==> config.mk <==
export PLATFORM = sky130hd
export DESIGN_NAME = inverter_nbit_stream
export DESIGN_NICKNAME = d
export VERILOG_FILES = /design/src/rtl/inverter_nbit_stream.sv
export SDC_FILE = /design/constraint.sdc
export NUM_CORES = 1
export LEC_CHECK = 0
export CORE_ASPECT_RATIO = 1.75
export CORE_MARGIN = 3
export CORE_UTILIZATION = 39
export DETAILED_ROUTE_END_ITERATION = 8
export SKIP_CTS_REPAIR_TIMING = 1
export SYNTH_ARGS = -nofsm -noshare
export SYNTH_HDL_FRONTEND = slang
export SYNTH_SLANG_ARGS = --single-unit
==> constraint.sdc <==
create_clock -name clk -period 3.2 [get_ports clk]
set_clock_uncertainty 0.1 [all_clocks]
set_input_delay 0.64 -clock clk [delete_from_list [all_inputs] [get_ports clk]]
set_output_delay 0.64 -clock clk [all_outputs]
set_load 0.005 [all_outputs]
==> src/rtl/inverter_nbit_stream.sv <==
// rtl/inverter_nbit_stream.sv - streaming pass/invert/negate datapath with 2-entry output buffer
// Optional two's-complement negate for mode 10 is enabled by defining INVERTER_NEG_EN.
module inverter_nbit_stream #(
   parameter int WIDTH = 8,
   parameter int CNT_W = 16
) (
   input  logic             clk,
   input  logic             rst_n,
   input  logic             in_valid,
   output logic             in_ready,
   input  logic [WIDTH-1:0] in_data,
   input  logic [1:0]       in_mode,
   output logic             out_valid,
   input  logic             out_ready,
   output logic [WIDTH-1:0] out_data,
   output logic             out_ovf,
   output logic [CNT_W-1:0] mod_count
);

   localparam logic [WIDTH-1:0] MOST_NEG = {1'b1, {(WIDTH-1){1'b0}}};
   localparam logic [CNT_W-1:0] CNT_ONE  = {{(CNT_W-1){1'b0}}, 1'b1};
   localparam logic [CNT_W-1:0] CNT_MAX  = {CNT_W{1'b1}};

   logic [WIDTH-1:0] data0_q, data0_d, data1_q, data1_d;
   logic             ovf0_q, ovf0_d, ovf1_q, ovf1_d;
   logic             mod0_q, mod0_d, mod1_q, mod1_d;
   logic [1:0]       count_q, count_d;
   logic [CNT_W-1:0] mod_count_q, mod_count_d;

   logic [WIDTH-1:0] xf_data;
   logic             xf_ovf;
   logic             xf_mod;
   logic             push;
   logic             pop;

   // Transform is evaluated at push time so the buffer holds finished results.
   always_comb begin
      xf_data = in_data;
      xf_ovf  = 1'b0;
      xf_mod  = (in_mode == 2'b01) || (in_mode == 2'b10);
      case (in_mode)
         2'b01: xf_data = ~in_data;
         2'b10: begin
`ifdef INVERTER_NEG_EN
            xf_data = ~in_data + {{(WIDTH-1){1'b0}}, 1'b1};
            xf_ovf  = (in_data == MOST_NEG);
`else
            xf_data = ~in_data;
`endif
         end
         default: xf_data = in_data;
      endcase
   end

   assign in_ready  = (count_q != 2'd2);
   assign out_valid = (count_q != 2'd0);
   assign push      = in_valid && in_ready;
   assign pop       = out_valid && out_ready;

   always_comb begin
      data0_d     = data0_q;
      data1_d     = data1_q;
      ovf0_d      = ovf0_q;
      ovf1_d      = ovf1_q;
      mod0_d      = mod0_q;
      mod1_d      = mod1_q;
      count_d     = count_q + {1'b0, push} - {1'b0, pop};
      mod_count_d = mod_count_q;

      if (pop) begin
         data0_d = data1_q;
         ovf0_d  = ovf1_q;
         mod0_d  = mod1_q;
         if (mod0_q && (mod_count_q != CNT_MAX)) begin
            mod_count_d = mod_count_q + CNT_ONE;
         end
      end

      // New word lands behind whatever survives this edge's pop.
      if (push) begin
         if ((count_q == 2'd1) && !pop) begin
            data1_d = xf_data;
            ovf1_d  = xf_ovf;
            mod1_d  = xf_mod;
         end else begin
            data0_d = xf_data;
            ovf0_d  = xf_ovf;
            mod0_d  = xf_mod;
         end
      end
   end

   always_ff @(posedge clk or negedge rst_n) begin
      if (!rst_n) begin
         data0_q     <= '0;
         data1_q     <= '0;
         ovf0_q      <= 1'b0;
         ovf1_q      <= 1'b0;
         mod0_q      <= 1'b0;
         mod1_q      <= 1'b0;
         count_q     <= 2'd0;
         mod_count_q <= '0;
      end else begin
         data0_q     <= data0_d;
         data1_q     <= data1_d;
         ovf0_q      <= ovf0_d;
         ovf1_q      <= ovf1_d;
         mod0_q      <= mod0_d;
         mod1_q      <= mod1_d;
         count_q     <= count_d;
         mod_count_q <= mod_count_d;
      end
   end

   assign out_data  = data0_q;
`ifdef INVERTER_NEG_EN
   assign out_ovf   = ovf0_q;
`else
   assign out_ovf   = 1'b0;
`endif
   assign mod_count = mod_count_q;

endmodule

Word level (Yosys, flattened, before mapping)
Cells that the tools add are included.
{"block": "word_totals", "word_cells": 32, "out_inout_bits": 27, "inputBits": 14, "ff_bits": 36}
{"block": "classes", "reduce_logical": 10, "mux": 7, "bitwise_logic": 1, "n_eq_ne": 5, "add_sub_neg": 3}
{"operator": "$mux 8", "n": 4}
{"operator": "$add 16x1->16 const B", "n": 1}
{"operator": "$ne 16x16->1 const B", "n": 1}
{"operator": "$not 8->8", "n": 1}
{"operator": "$eq 2x1->1 const B", "n": 2}
{"operator": "$logic_and 1x1->1", "n": 4}
{"operator": "$reduce_and 2->1", "n": 2}
{"operator": "$mux 1", "n": 3}
{"operator": "$add 2x1->2", "n": 1}
{"operator": "$eq 2x2->1 const B", "n": 1}
{"operator": "$ne 2x2->1 const B", "n": 1}
{"operator": "$reduce_bool 2->1", "n": 1}
{"operator": "$reduce_or 2->1", "n": 1}
{"operator": "$sub 2x1->2", "n": 1}
{"operator": "$logic_not 1->1", "n": 1}
{"operator": "$logic_or 1x1->1", "n": 1}

Longest topological paths before layout
{"block": "depth", "word_depth": 6, "mapped_depth": 6, "depth_no_buf": 5}

Worst setup path before layout
Ideal clock, no wire load.
{"block": "synth_path", "kind": "in2reg", "startpoint": "input out_ready", "endpoint": "register data1_q[5]", "stages": 6, "setup_time_ps": 131, "path_slack_ps": 1281, "path_buffers": 2, "t_arrival_ps": 1689, "required_ps": 2969, "path_cell_list": "or3b_1 > or2_1 > clkbuf_1 > clkbuf_1 > nand2_1 > o21ai_0"}
{"block": "synth_between", "elab_chain_cells": 4}
{"element": "from (decl)", "line_no": "14", "source": "input logic out_ready,"}
{"element": "$logic_and 1x1->1", "line_no": "58", "source": "assign pop = out_valid && out_ready;"}
{"element": "$logic_not 1->1", "line_no": "81", "source": "if ((count_q == 2'd1) && !pop) begin"}
{"element": "$logic_and 1x1->1", "line_no": "81"}
{"element": "$reduce_and 2->1 (no line)"}
{"element": "to (signal assigned)", "line_no": "105", "source": "data1_q <= data1_d;"}
{"element": "to (decl)", "line_no": "24", "source": "logic [WIDTH-1:0] data0_q, data0_d, data1_q, data1_d;"}
Every way passes these cells.
A chain may end at the register's enable or synchronous reset.

Worst setup path after layout
{"block": "layout_path", "startpoint": "input out_ready", "endpoint": "register mod_count_q[15], in the netlist mod_count[15]"}
{"block": "layout_between", "elab_chain_cells": 2}
{"element": "$logic_and 1x1->1", "line_no": "58"}
{"element": "$reduce_and 2->1 (no line)"}
{"element": "to (signal assigned)", "line_no": "111", "source": "mod_count_q <= mod_count_d;"}
{"element": "to (decl)", "line_no": "28", "source": "logic [CNT_W-1:0] mod_count_q, mod_count_d;"}
Every way passes these cells.

==> results.sh <==
export IMPL_die_w_um=57.0
export IMPL_path_class="in2reg"
export IMPL_synth_ff_type="dfrtp_1"
export IMPL_syn_inst=168
export IMPL_crit_path_top_delay_cell="clkdlybuf4s50_1"
export IMPL_ys_seq_elements=36
export IMPL_setup_viol=0
export IMPL_grt_antenna_before_repair=0
export IMPL_finalWirelength_um=3810
export IMPL_synth_common_cells="36 x dfrtp_1, 25 x nand2_1, 16 x o21ai_0, 14 x xor2_1"
export IMPL_max_slew_margin_pct=55.2
export IMPL_antenna_cells=0
export IMPL_power_leakage_nw=1.02
export IMPL_placedCellCount=252
export IMPL_nets=226
export IMPL_synth_area_top_cells="dfrtp_1 51%, xor2_1 6.9%, mux2_2 6.4%"
export IMPL_vias=1357
export IMPL_crit_required_ns=3.31
export IMPL_cp_start_kind="input pin"
export IMPL_syn_num_nets=184
export IMPL_cts_buffers_inserted=5
export IMPL_clk_pin_slew_ns=0.07
export IMPL_firstDrtPassIters=4
export IMPL_synth_area_um2=1770
export IMPL_num_io_pins=41
export IMPL_rsz0062_at_grt="false"
export IMPL_fin_cells=259
export IMPL_n_fill_cell=409
export IMPL_core_area_um2=4270
export IMPL_async_flop_share_pct=100
export IMPL_grt_ovfl_total=0
export IMPL_wl_per_cell_um=14.7
export IMPL_hold_class="reg2reg"
export IMPL_root_buffer="clkbuf_8"
export IMPL_cts_tree="built"
export IMPL_rows=31
export IMPL_die_area_um2=5420
export IMPL_yosys_cell_count_top_type="dfrtp_1"
export IMPL_dp_hpwl_um=2810
export IMPL_synth_edf_count=0
export IMPL_syn_avg_cell_area_um2=10.6
export IMPL_yosys_area_top_type_share_pct=50.8
export IMPL_finalHoldViolations=0
export IMPL_io_buffers=39
export IMPL_synth_top_cell_by_area="dfrtp_1"
export IMPL_min_period_ns=2.23
export IMPL_final_setup_tns_ns=0
export IMPL_worstMarginPinSlew_ns=0.669
export IMPL_r2r_setup_slack_ns=1.25
export IMPL_grt_pass1_wl_um=6670
export IMPL_start_util_pct=41.6
export IMPL_crit_chain="clkdlybuf4s50_1 -> o21ai_2 -> or3_1 -> nor4_1 -> xor2_1"
export IMPL_worst_ep_arrival_time_ns=2.34
export IMPL_power_density_nw_per_um2=735
export IMPL_worst_setup_path_end_kind="flop"
export IMPL_peakVddDrop_mv=0.384
export IMPL_clock_fmax_mhz=448
export IMPL_fp_dieH_um=95.2
export IMPL_cts_sinks=36
export IMPL_globalplace_congestion=0.780
export IMPL_grt_pass1_vias=1440
export IMPL_area_growth_pct=29.1
export IMPL_antenna_left=0
export IMPL_min_period_over_period_pct=69.7
export IMPL_max_cap_violations=0
export IMPL_grt_max_degree=37
export IMPL_viasPerCell=5.24
export IMPL_ys_types=35
export IMPL_drt_iter0_drc=14
export IMPL_h_tree_depth=2
export IMPL_yosysSeqAreaShare_pct=50.8
export IMPL_clock_latency_ns=0.28
export IMPL_drc=0
export IMPL_final_max_slew_viol_count=0
export IMPL_critPathMaxStageDelay_ns=0.56
export IMPL_crit_fanout=6
export IMPL_drive_above_1_share_pct=11.0
export IMPL_yosysWarnings=0
export IMPL_status="finished clean"
export IMPL_globalRouteTotalUtil_pct=15.7
export IMPL_clockBufferDepth=2
==> report_power, final <==
part	switching, mW	total, mW	internal (mW)
sequential	0.133	0.747	0.615
combinational	0.262	0.632	0.370
clock	0.157	0.305	0.148
==> worst paths after layout <==
| check | startpoint | to | cells after the start |
|---|---|---|---|
| min reg2reg | data1_q[7] | data1_q[7] | 2 |
| min in group asynchronous | rst_n | mod_count[10] | 2 |
| max in group asynchronous | rst_n | out_data[2] | 2 |
| min | data1_q[7] | data1_q[7] | 2 |
| max reg2reg | mod_count[0] | mod_count[1] | 5 |
| max | out_ready | mod_count[15] | 5 |
==> cell type report <==
class                   instances  area, um^2  share of cell area [%]
flip-flops and latches         36         901                    39.3
multi-input cells             124         837                    36.6
repair buffers                 41         405                    17.7
clock buffers                   6        72.6                    3.17
well taps                      49        61.3                    2.68
inverters                       2        7.51                   0.328
clock inverters                 1        5.00                   0.219
==> worst max-delay path: cells and delay by family <==
kind / cells / cell delay, ns
AOI/OAI and AO/OA: 1 / 0.08
xor gates and xnor gates: 1 / 0.17
buffers and inverters: 1 / 0.56
and+or+nand+nor: 2 / 0.88
==> per-stage QoR <==
stage          setup WS (ns)  cell area [um^2]  hold WS (ns)  power [mW]  util [%]
6_report               0.969              2290         0.386        1.68      53.7
5_1_grt                0.834              2290         0.416        1.83      53.7
4_1_cts                0.959              2290         0.396        1.71      53.7
3_5_place_dp           0.688              2210         0.379        1.40      51.8
3_3_place_gp           0.714              2210         0.363        1.37      51.8
2_1_floorplan           1.28              1770         0.244        1.08         -
==> layout by cell type, fill, tap and decap left out, types with 4 or more instances in the layout <==
master	instances
xnor2_1	10
o21ai_0	16
mux2_2	10
xor2_1	14
nand4_1	5
dfrtp_1	36
nor3_1	8
clkbuf_8	5
nor4_1	5
nand2_1	25
clkdlybuf4s50_1	39
nor2_1	4
nand3_1	4
==> kinds of logic (layout without fill, tap and decap cells) <==
group	after synthesis	after routing	synth area share [%]
buf+inv	8	50	1.98
fa+ha+maj	2	2	1.41
compound gates	23	23	7.20
xor+xnor	25	25	12.8
simple gates	62	62	18.7
mux	11	11	6.92
other cells	1	1	0.212
flops	36	36	50.8
==> per-layer routing <==
metal  share of wire (%)  vias up  GRT usage (%)
li1                    -      665              -
met1                  39      641           17.1
met2                  56       47           30.2
met3                 4.7        4           2.98
met4                0.94        0           4.26
met5                   0        -              0
==> flip-flops by register name, summed over array words and instances, names as in the netlist <==
signal,count
mod_count,16
data1_q,8
out_data,8
count_q,2
mod0_q,1
mod1_q,1
Power figures use the tool's default switching activity.
